<file path="src/rtl/pwm_source_switch_pkg.sv">
// Shared definitions for the PWM audio path: switch FSM states and
// width helpers used by the source selector and the generator wiring.
package pwm_source_switch_pkg;

    typedef enum logic [1:0] {
        PLAY  = 2'd0,
        DRAIN = 2'd1,
        MUTE  = 2'd2
    } sw_state_e;

    // Width of a select bus that encodes mute (0) plus num_src sources.
    function automatic int sel_width(input int num_src);
        if (num_src < 1) begin
            return 1;
        end else begin
            return $clog2(num_src + 1);
        end
    endfunction

    // Width of a counter that runs 0..n-1, never narrower than one bit.
    function automatic int cnt_width(input int n);
        if ($clog2(n) < 1) begin
            return 1;
        end else begin
            return $clog2(n);
        end
    endfunction

endpackage

</file>
<file path="src/rtl/pwm_source_switch.sv">
// Click-free PWM audio source selector. A selection change lets the current
// pulse finish (bounded), forces a low gap, then hands over to the new source.
module pwm_source_switch
    import pwm_source_switch_pkg::*;
#(
    parameter int NUM_SRC     = 4,
    parameter int SEL_W       = sel_width(NUM_SRC),
    parameter int MUTE_CYCLES = 64,
    parameter int MAX_DRAIN   = 1024
) (
    input  logic               clk,
    input  logic               rst,
    input  logic [SEL_W-1:0]   audio_select,
    input  logic [NUM_SRC-1:0] pwm_in,
    output logic               pwm_out,
    output logic [SEL_W-1:0]   active_sel,
    output logic               switching
);

    localparam int DRAIN_W = cnt_width(MAX_DRAIN);
    localparam int MUTE_W  = cnt_width(MUTE_CYCLES);

    localparam logic [DRAIN_W-1:0] DRAIN_LAST = DRAIN_W'(MAX_DRAIN - 1);
    localparam logic [DRAIN_W-1:0] DRAIN_ONE  = DRAIN_W'(32'd1);
    localparam logic [MUTE_W-1:0]  MUTE_ONE   = MUTE_W'(32'd1);
    localparam logic [SEL_W-1:0]   SEL_MAX    = SEL_W'(NUM_SRC);
    localparam logic [SEL_W-1:0]   SEL_ZERO   = {SEL_W{1'b0}};

    // The edge that leaves DRAIN already drives the pin low, so it is the
    // first gap cycle; MUTE itself therefore runs MUTE_CYCLES-1 cycles and
    // handover lands exactly MUTE_CYCLES edges after the gap starts.
    localparam int                MUTE_EXIT_I = (MUTE_CYCLES >= 2) ? (MUTE_CYCLES - 2) : 0;
    localparam logic [MUTE_W-1:0] MUTE_LAST   = MUTE_W'(MUTE_EXIT_I);

    sw_state_e          state_r;
    sw_state_e          state_next_s;
    logic [SEL_W-1:0]   active_sel_r;
    logic [SEL_W-1:0]   active_sel_next_s;
    logic               pwm_r;
    logic               pwm_next_s;
    logic               switching_r;
    logic [DRAIN_W-1:0] drain_cnt_r;
    logic [DRAIN_W-1:0] drain_cnt_next_s;
    logic [MUTE_W-1:0]  mute_cnt_r;
    logic [MUTE_W-1:0]  mute_cnt_next_s;
    logic [SEL_W-1:0]   nsel_s;
    logic               src_bit_s;

    // Out-of-range selects fall back to mute.
    always_comb begin
        if (audio_select > SEL_MAX) begin
            nsel_s = SEL_ZERO;
        end else begin
            nsel_s = audio_select;
        end
    end

    // Sample of the currently routed source; reads 0 while muted.
    always_comb begin
        src_bit_s = 1'b0;
        for (int k = 0; k < NUM_SRC; k++) begin
            src_bit_s = src_bit_s | ((active_sel_r == SEL_W'(k + 1)) & pwm_in[k]);
        end
    end

    // Next-state, counter and pin logic of the switch FSM.
    always_comb begin
        state_next_s      = state_r;
        active_sel_next_s = active_sel_r;
        pwm_next_s        = pwm_r;
        drain_cnt_next_s  = drain_cnt_r;
        mute_cnt_next_s   = mute_cnt_r;
        case (state_r)
            PLAY: begin
                pwm_next_s = src_bit_s;
                if (nsel_s != active_sel_r) begin
                    state_next_s     = DRAIN;
                    drain_cnt_next_s = {DRAIN_W{1'b0}};
                end else begin
                    state_next_s = PLAY;
                end
            end
            DRAIN: begin
                if ((active_sel_r == SEL_ZERO) || !src_bit_s || (drain_cnt_r == DRAIN_LAST)) begin
                    pwm_next_s      = 1'b0;
                    mute_cnt_next_s = {MUTE_W{1'b0}};
                    state_next_s    = MUTE;
                end else begin
                    pwm_next_s       = src_bit_s;
                    drain_cnt_next_s = drain_cnt_r + DRAIN_ONE;
                end
            end
            MUTE: begin
                pwm_next_s = 1'b0;
                if (mute_cnt_r >= MUTE_LAST) begin
                    active_sel_next_s = nsel_s;
                    state_next_s      = PLAY;
                end else begin
                    mute_cnt_next_s = mute_cnt_r + MUTE_ONE;
                end
            end
            default: begin
                pwm_next_s   = 1'b0;
                state_next_s = PLAY;
            end
        endcase
    end

    // State, counters and registered outputs; reset aborts any switch.
    always_ff @(posedge clk) begin
        if (rst) begin
            state_r      <= PLAY;
            active_sel_r <= SEL_ZERO;
            pwm_r        <= 1'b0;
            switching_r  <= 1'b0;
            drain_cnt_r  <= {DRAIN_W{1'b0}};
            mute_cnt_r   <= {MUTE_W{1'b0}};
        end else begin
            state_r      <= state_next_s;
            active_sel_r <= active_sel_next_s;
            pwm_r        <= pwm_next_s;
            switching_r  <= (state_next_s != PLAY);
            drain_cnt_r  <= drain_cnt_next_s;
            mute_cnt_r   <= mute_cnt_next_s;
        end
    end

    assign pwm_out    = pwm_r;
    assign active_sel = active_sel_r;
    assign switching  = switching_r;

endmodule

</file>
<file path="config.mk">
export PLATFORM = sky130hd
export DESIGN_NAME = pwm_source_switch
export DESIGN_NICKNAME = d
export VERILOG_FILES = /design/src/rtl/pwm_source_switch_pkg.sv /design/src/rtl/pwm_source_switch.sv
export SDC_FILE = /design/constraint.sdc
export NUM_CORES = 1
export LEC_CHECK = 0
export CORE_AREA = 2 2 48 50
export CTS_BUF_LIST = sky130_fd_sc_hd__clkbuf_4 sky130_fd_sc_hd__clkbuf_8
export DETAILED_ROUTE_END_ITERATION = 6
export DIE_AREA = 0 0 50 52
export GPL_TIMING_DRIVEN = 0
export PLACE_DENSITY = 0.83
export SLEW_MARGIN = 20
export SYNTH_ARGS = -nofsm -noshare
export SYNTH_HDL_FRONTEND = slang
export SYNTH_SLANG_ARGS = --single-unit
</file>
<file path="constraint.sdc">
create_clock -name clk -period 3.03 [get_ports clk]
set_input_delay 0.606 -clock clk [delete_from_list [all_inputs] [get_ports clk]]
set_output_delay 0.606 -clock clk [all_outputs]
set_load 0.05 [all_outputs]
</file>
; After elaboration in Yosys (flattened, before gate mapping)
; Cells that the tools add are included.
[totals]
reg_bits = 23
in_bits = 9
elab_cells = 53
[op_classes]
n_addsub = 2
order_cmp = 2
eq_ne = 12
muxes = 13
bitwise_logic = 7
reduce_logical = 11
[op_table]
columns = op, count
row1 = two-way mux 10 bit, 2
row2 = one-hot mux 10 bit (2 select lines), 1
row3 = two-way mux 6 bit, 2
row4 = one-hot mux 6 bit (2 select lines), 1
row5 = "adder 10 x 1 -> 10 bit, second input constant", 1
row6 = "== test 10 bit, second input constant", 1
row7 = "!= test 2 bit, second input constant", 4
row8 = "adder 6 x 1 -> 6 bit, second input constant", 1
row9 = "== test 3 x 2 -> 1 bit, second input constant", 2
row10 = "greater-or-equal comparator 6 bit, second input constant", 1
row11 = one-hot mux 2 bit (3 select lines), 1
row12 = AND reduction 3 bit, 2
row13 = nonzero test 2 bit, 3
row14 = AND 1 bit, 4
row15 = two-way mux 2 bit, 2
row16 = "== test 3 x 1 -> 1 bit, second input constant", 1
row17 = "== test 3 bit, second input constant", 1
row18 = "greater-than comparator 3 bit, second input constant", 1
row19 = logical NOT 3 bit, 1
row20 = two-way mux 3 bit, 1
row21 = != test 3 bit, 1
row22 = bitwise OR 1 bit, 3
row23 = "== test 2 x 1 -> 1 bit, second input constant", 1
row24 = "== test 2 bit, second input constant", 1
row25 = 6 further kinds, 8

; Logic depth before layout (Yosys ltp)
[depth]
depth_word = 11
ltp_mapped = 7
ltp_nobuf = 7

; Worst setup path before layout
; OpenSTA, ideal clock, no wires.
[synth_path]
kind = reg-to-reg
from = register active_sel_r[1] (netlist: active_sel[1])
to = register mute_cnt_r[2]
setup_time_ps = 115
t_arrival_ps = 1757
path_slack_ps = 1157
stages_incl_launch_ff = 7
synth_period_minus_slack_ps = 1873
path_cell_list = dfxtp_1 -> mux2_4 -> a211oi_2 -> buf_6 -> o21ai_1 -> nand2_1 -> nor2_1
[synth_via]
elab_chain_cells = 10
word_cells_on_any_way = 17
[synth_rtl]
columns = element, line_no
row1 = "start, declared", pwm_source_switch.sv:37  ; logic [SEL_W-1:0] active_sel_r;
row2 = "start signal, assigned", pwm_source_switch.sv:120  ; active_sel_r <= active_sel_next_s;
row3 = == test 3 x 1 -> 1 bit / == test 3 x 2 -> 1 bit (equally long branches), pwm_source_switch.sv:62  ; src_bit_s = src_bit_s | ((active_sel_r == SEL_W'(k + 1)) & pwm_in[k]);
row4 = AND 1 bit, pwm_source_switch.sv:62
row5 = bitwise OR 1 bit (3 in a row), pwm_source_switch.sv:62
row6 = logical NOT 1 bit, pwm_source_switch.sv:84  ; if ((active_sel_r == SEL_ZERO) || !src_bit_s || (drain_cnt_r == DRAIN_LAST)) begin
row7 = logical OR 1 bit (*) (2 in a row), pwm_source_switch.sv:84
row8 = != test 2 bit (no source line) (*), n/a
row9 = AND reduction 3 bit (no source line) (*), n/a
row10 = "end signal, assigned", pwm_source_switch.sv:117  ; mute_cnt_r <= {MUTE_W{1'b0}};
row11 = "end signal, assigned", pwm_source_switch.sv:124  ; mute_cnt_r <= mute_cnt_next_s;
row12 = "end, declared", pwm_source_switch.sv:44  ; logic [MUTE_W-1:0] mute_cnt_r;
; Mark *: on every way between the ends. The rest lies on a longest branch, timed or not.
; A chain may end at the register's enable or synchronous reset.

; Worst setup path after layout
[layout_path]
from = register active_sel_r[1] (netlist: active_sel[1])
to = output active_sel[1]
[layout_rtl]
columns = element, line_no
row1 = "end, declared", pwm_source_switch.sv:16  ; output logic [SEL_W-1:0] active_sel,
; No word-level cell between the ends.

==> flow_summary_export.csv <==
group,metric,value,unit
setup_path,worstPathRequired,2420,ps
setup_path,crit_type,"flop to output port",
timing,worst_slew_pin_slew,501,ps
clocking,clk_path_buf_depth,2,
floorplanning,core,2110,µm²
drt,drtIter0Drc,25,
timing,drv_slew,0,
synthesis,synth-main-ff-cell,"dfxtp_1",
synthesis,synth_top_cell_by_area,"dfxtp_1",
min_path,min_path_cells,2,
synthesis,syn_inst,136,
clocking,post_cts_resized,0,
floorplanning,row_count,17,
synthesis,yosysSeqAreaShare,37.7,%
drt,dr.pass1.iters,4,
timing,setup_viol,0,
final_layout,multiInputGateArea,723,µm²
synthesis,synth_fp_nets,148,
synthesis,synth.distinct_cells,42,
global_route,antenna_found_initial,0,
timing,relSlewSlack,66.5,%
min_path,min_to,"mute_cnt_r[5]",
synthesis,synth_area_leaders,"dfxtp_1 38%, xnor2_1 6.4%, nor2_1 6.1%, nand4_1 3.6%, nor4_4 3.5%",
final_layout,fillers,163,
min_path,holdCritStartpoint,"mute_cnt_r[5]",
setup_path,crit_buf_inv,1,
place,portBuffers,13,
global_route,grt_usage,19.1,%
global_route,grt_pass1_vias,884,
clocking,numCtsBuffers,3,
timing,post-route-period-util,75.1,%
place,globalplace.congestion,0.783,
clocking,clk_latency,320,ps
power,irDropWorstVdd,271,µV
timing,setup_ws,753,ps
timing,final_hold_viol_count,0,
min_path,hold_path.class,"flop to flop",
final_layout,most-common-layout-cells,"23 x dfxtp_1, 20 x nor2_1, 13 x clkdlybuf4s50_1",
floorplanning,floorplan.initialDensity,58.1,%
setup_path,r2r_start,"active_sel[1]",
synthesis,syn-mean-instance-area,8.99,µm²
setup_path,reg2reg_to,"mute_cnt_r[2]",
timing,clock_skew,9.82,ps
synthesis,async_flop_share,0,%
clocking,cts.clk_slew.worst_paths,130,ps
synthesis,ys_warn_count,0,
drt,wire_per_inst,12.7,µm
setup_path,crit_family,"buffers and inverters",
drt,drcViolationCount,0,
setup_path,endpoint_kind,"output port",
timing,fmax,0.439,GHz
power,cellLeakagePower,0.453,nW
synthesis,yosys.area.top_type_share,37.7,%
place,place_area,1390,µm²
synthesis,synthesis.area,1220,µm²
final_layout,drive_gt1_share,12.4,%
timing,rsz0062_at_grt,"no",
clocking,cts_setup_buffers,0,
clocking,cts_tree,"built",
floorplanning,die_area,2600,µm²
setup_path,slowest_stage,"clkdlybuf4s50_1",
setup_path,cp_cell_sequence,"clkdlybuf4s50_1",
drt,wl,2.31,mm
drt,antenna_left,0,
synthesis,synth_seq_cells,23,
synthesis,synth_edf_count,0,
clocking,cts_hold_buf,0,
final_layout,area_delta_synth_final,16.0,%
floorplanning,die_h,52,µm
floorplanning,pin_count,14,
setup_path,arrival,1670,ps
drt,viasPerCell,5.58,
final_layout,regArea,460,µm²
timing,whs,498,ps
global_route,grt_max_degree,15,
floorplanning,die_w,50,µm
global_route,overflow,0,
setup_path,worstSetupStartpointType,"flop",
flow_run,maxCapViolCount,0,
final_layout,finish.net_count,166,
status,status,"complete, no violations",
power,power.density,370,nW/µm²
place,dp_slack,793,ps
clocking,h-tree-depth,1,
timing,fin_tns_setup,0,ps
setup_path,max_stage_delay,860,ps
timing,min_period,2280,ps
clocking,clock_sinks,23,
drt,vias,1010,
setup_path,reg2reg_depth,6,
place,place_hpwl,1.76,mm
setup_path,r2r_slack,1300,ps
setup_path,cp_max_fo,7,
clocking,cts-root-buf,"clkbuf_4",
final_layout,n_antenna_cell,0,
final_layout,layout_commonest_cell,"dfxtp_1",
global_route,grt_pass1_wl,3.82,mm
final_layout,design_area,1420,µm²
==> metrics by stage <==
stage / cells / power, mW / utilization (%)
after floorplan: 136 / 0.359 / -
after global routing: 181 / 0.545 / 67.3
final: 181 / 0.524 / 67.3
after CTS: 181 / 0.529 / 67.3
after global placement: 177 / 0.381 / 65.9
after detailed placement: 177 / 0.384 / 65.9
==> where the power goes <==
group	internal, mW	switching [mW]
Sequential	0.308	0.00710
Combinational	0.0253	0.0370
Clock	0.0505	0.0962
Total	0.384	0.140
==> cells by family (layout without fill, tap and decap cells) <==
logic type,Yosys count,count (layout),share of synthesized area (%)
compound gates,19,19,10.4
fa+ha+maj,3,3,3.07
xor+xnor,12,12,8.60
buf+inv,7,24,3.17
mux,4,4,3.68
flops,23,23,37.7
simple gates,68,68,33.4
==> cell type report <==
type	count	area share [%]
multi-input cells	106	51.0
flip-flops and latches	23	32.5
repair buffers	13	9.18
well taps	28	2.47
plain buffers	4	1.94
clock buffers	3	1.59
inverters	3	0.794
clock inverters	1	0.530
==> Yosys cell counts, types with 2 or more instances <==
master and count:
o21ai_0 2, nor4_4 2, inv_1 3, nand4_1 7, nor3_1 6, ha_1 3
xnor2_1 9, a31oi_1 2, o21ai_1 3, dfxtp_1 23, nor2b_1 6, or3_1 3
nand2_1 5, nor2_1 20, mux2i_1 3, or2_2 2, xor2_1 3, a21oi_1 6
nand3_1 5
==> sequential cells by signal (all words and copies together) (netlist names) <==
signal	cells
mute_cnt_r	6
drain_cnt_r	10
switching	1
state_r	2
active_sel	3
pwm_out	1
==> how the worst max path moves through the flow <==
| stage | from | endpoint | slack (ps) | cells after the start |
|---|---|---|---|---|
| after floorplan | active_sel[1] | mute_cnt_r[2] | 1160 | 6 |
| after global placement | audio_select[1] | drain_cnt_r[9] | 820 | 6 |
| after detailed placement | audio_select[1] | drain_cnt_r[9] | 790 | 6 |
| after CTS | active_sel[1] | active_sel[1] | 750 | 1 |
| after global routing | active_sel[1] | active_sel[1] | 690 | 1 |
| final | active_sel[1] | active_sel[1] | 750 | 1 |
==> per-layer routing <==
layer,up-vias,track usage [%],share of wire [%]
li1,524,-,-
met1,477,22.4,46
met2,6,35.3,51
met3,3,5.17,2.3
met4,0,2.78,0.52
met5,-,0,0
(Power assumes the default switching activity.)
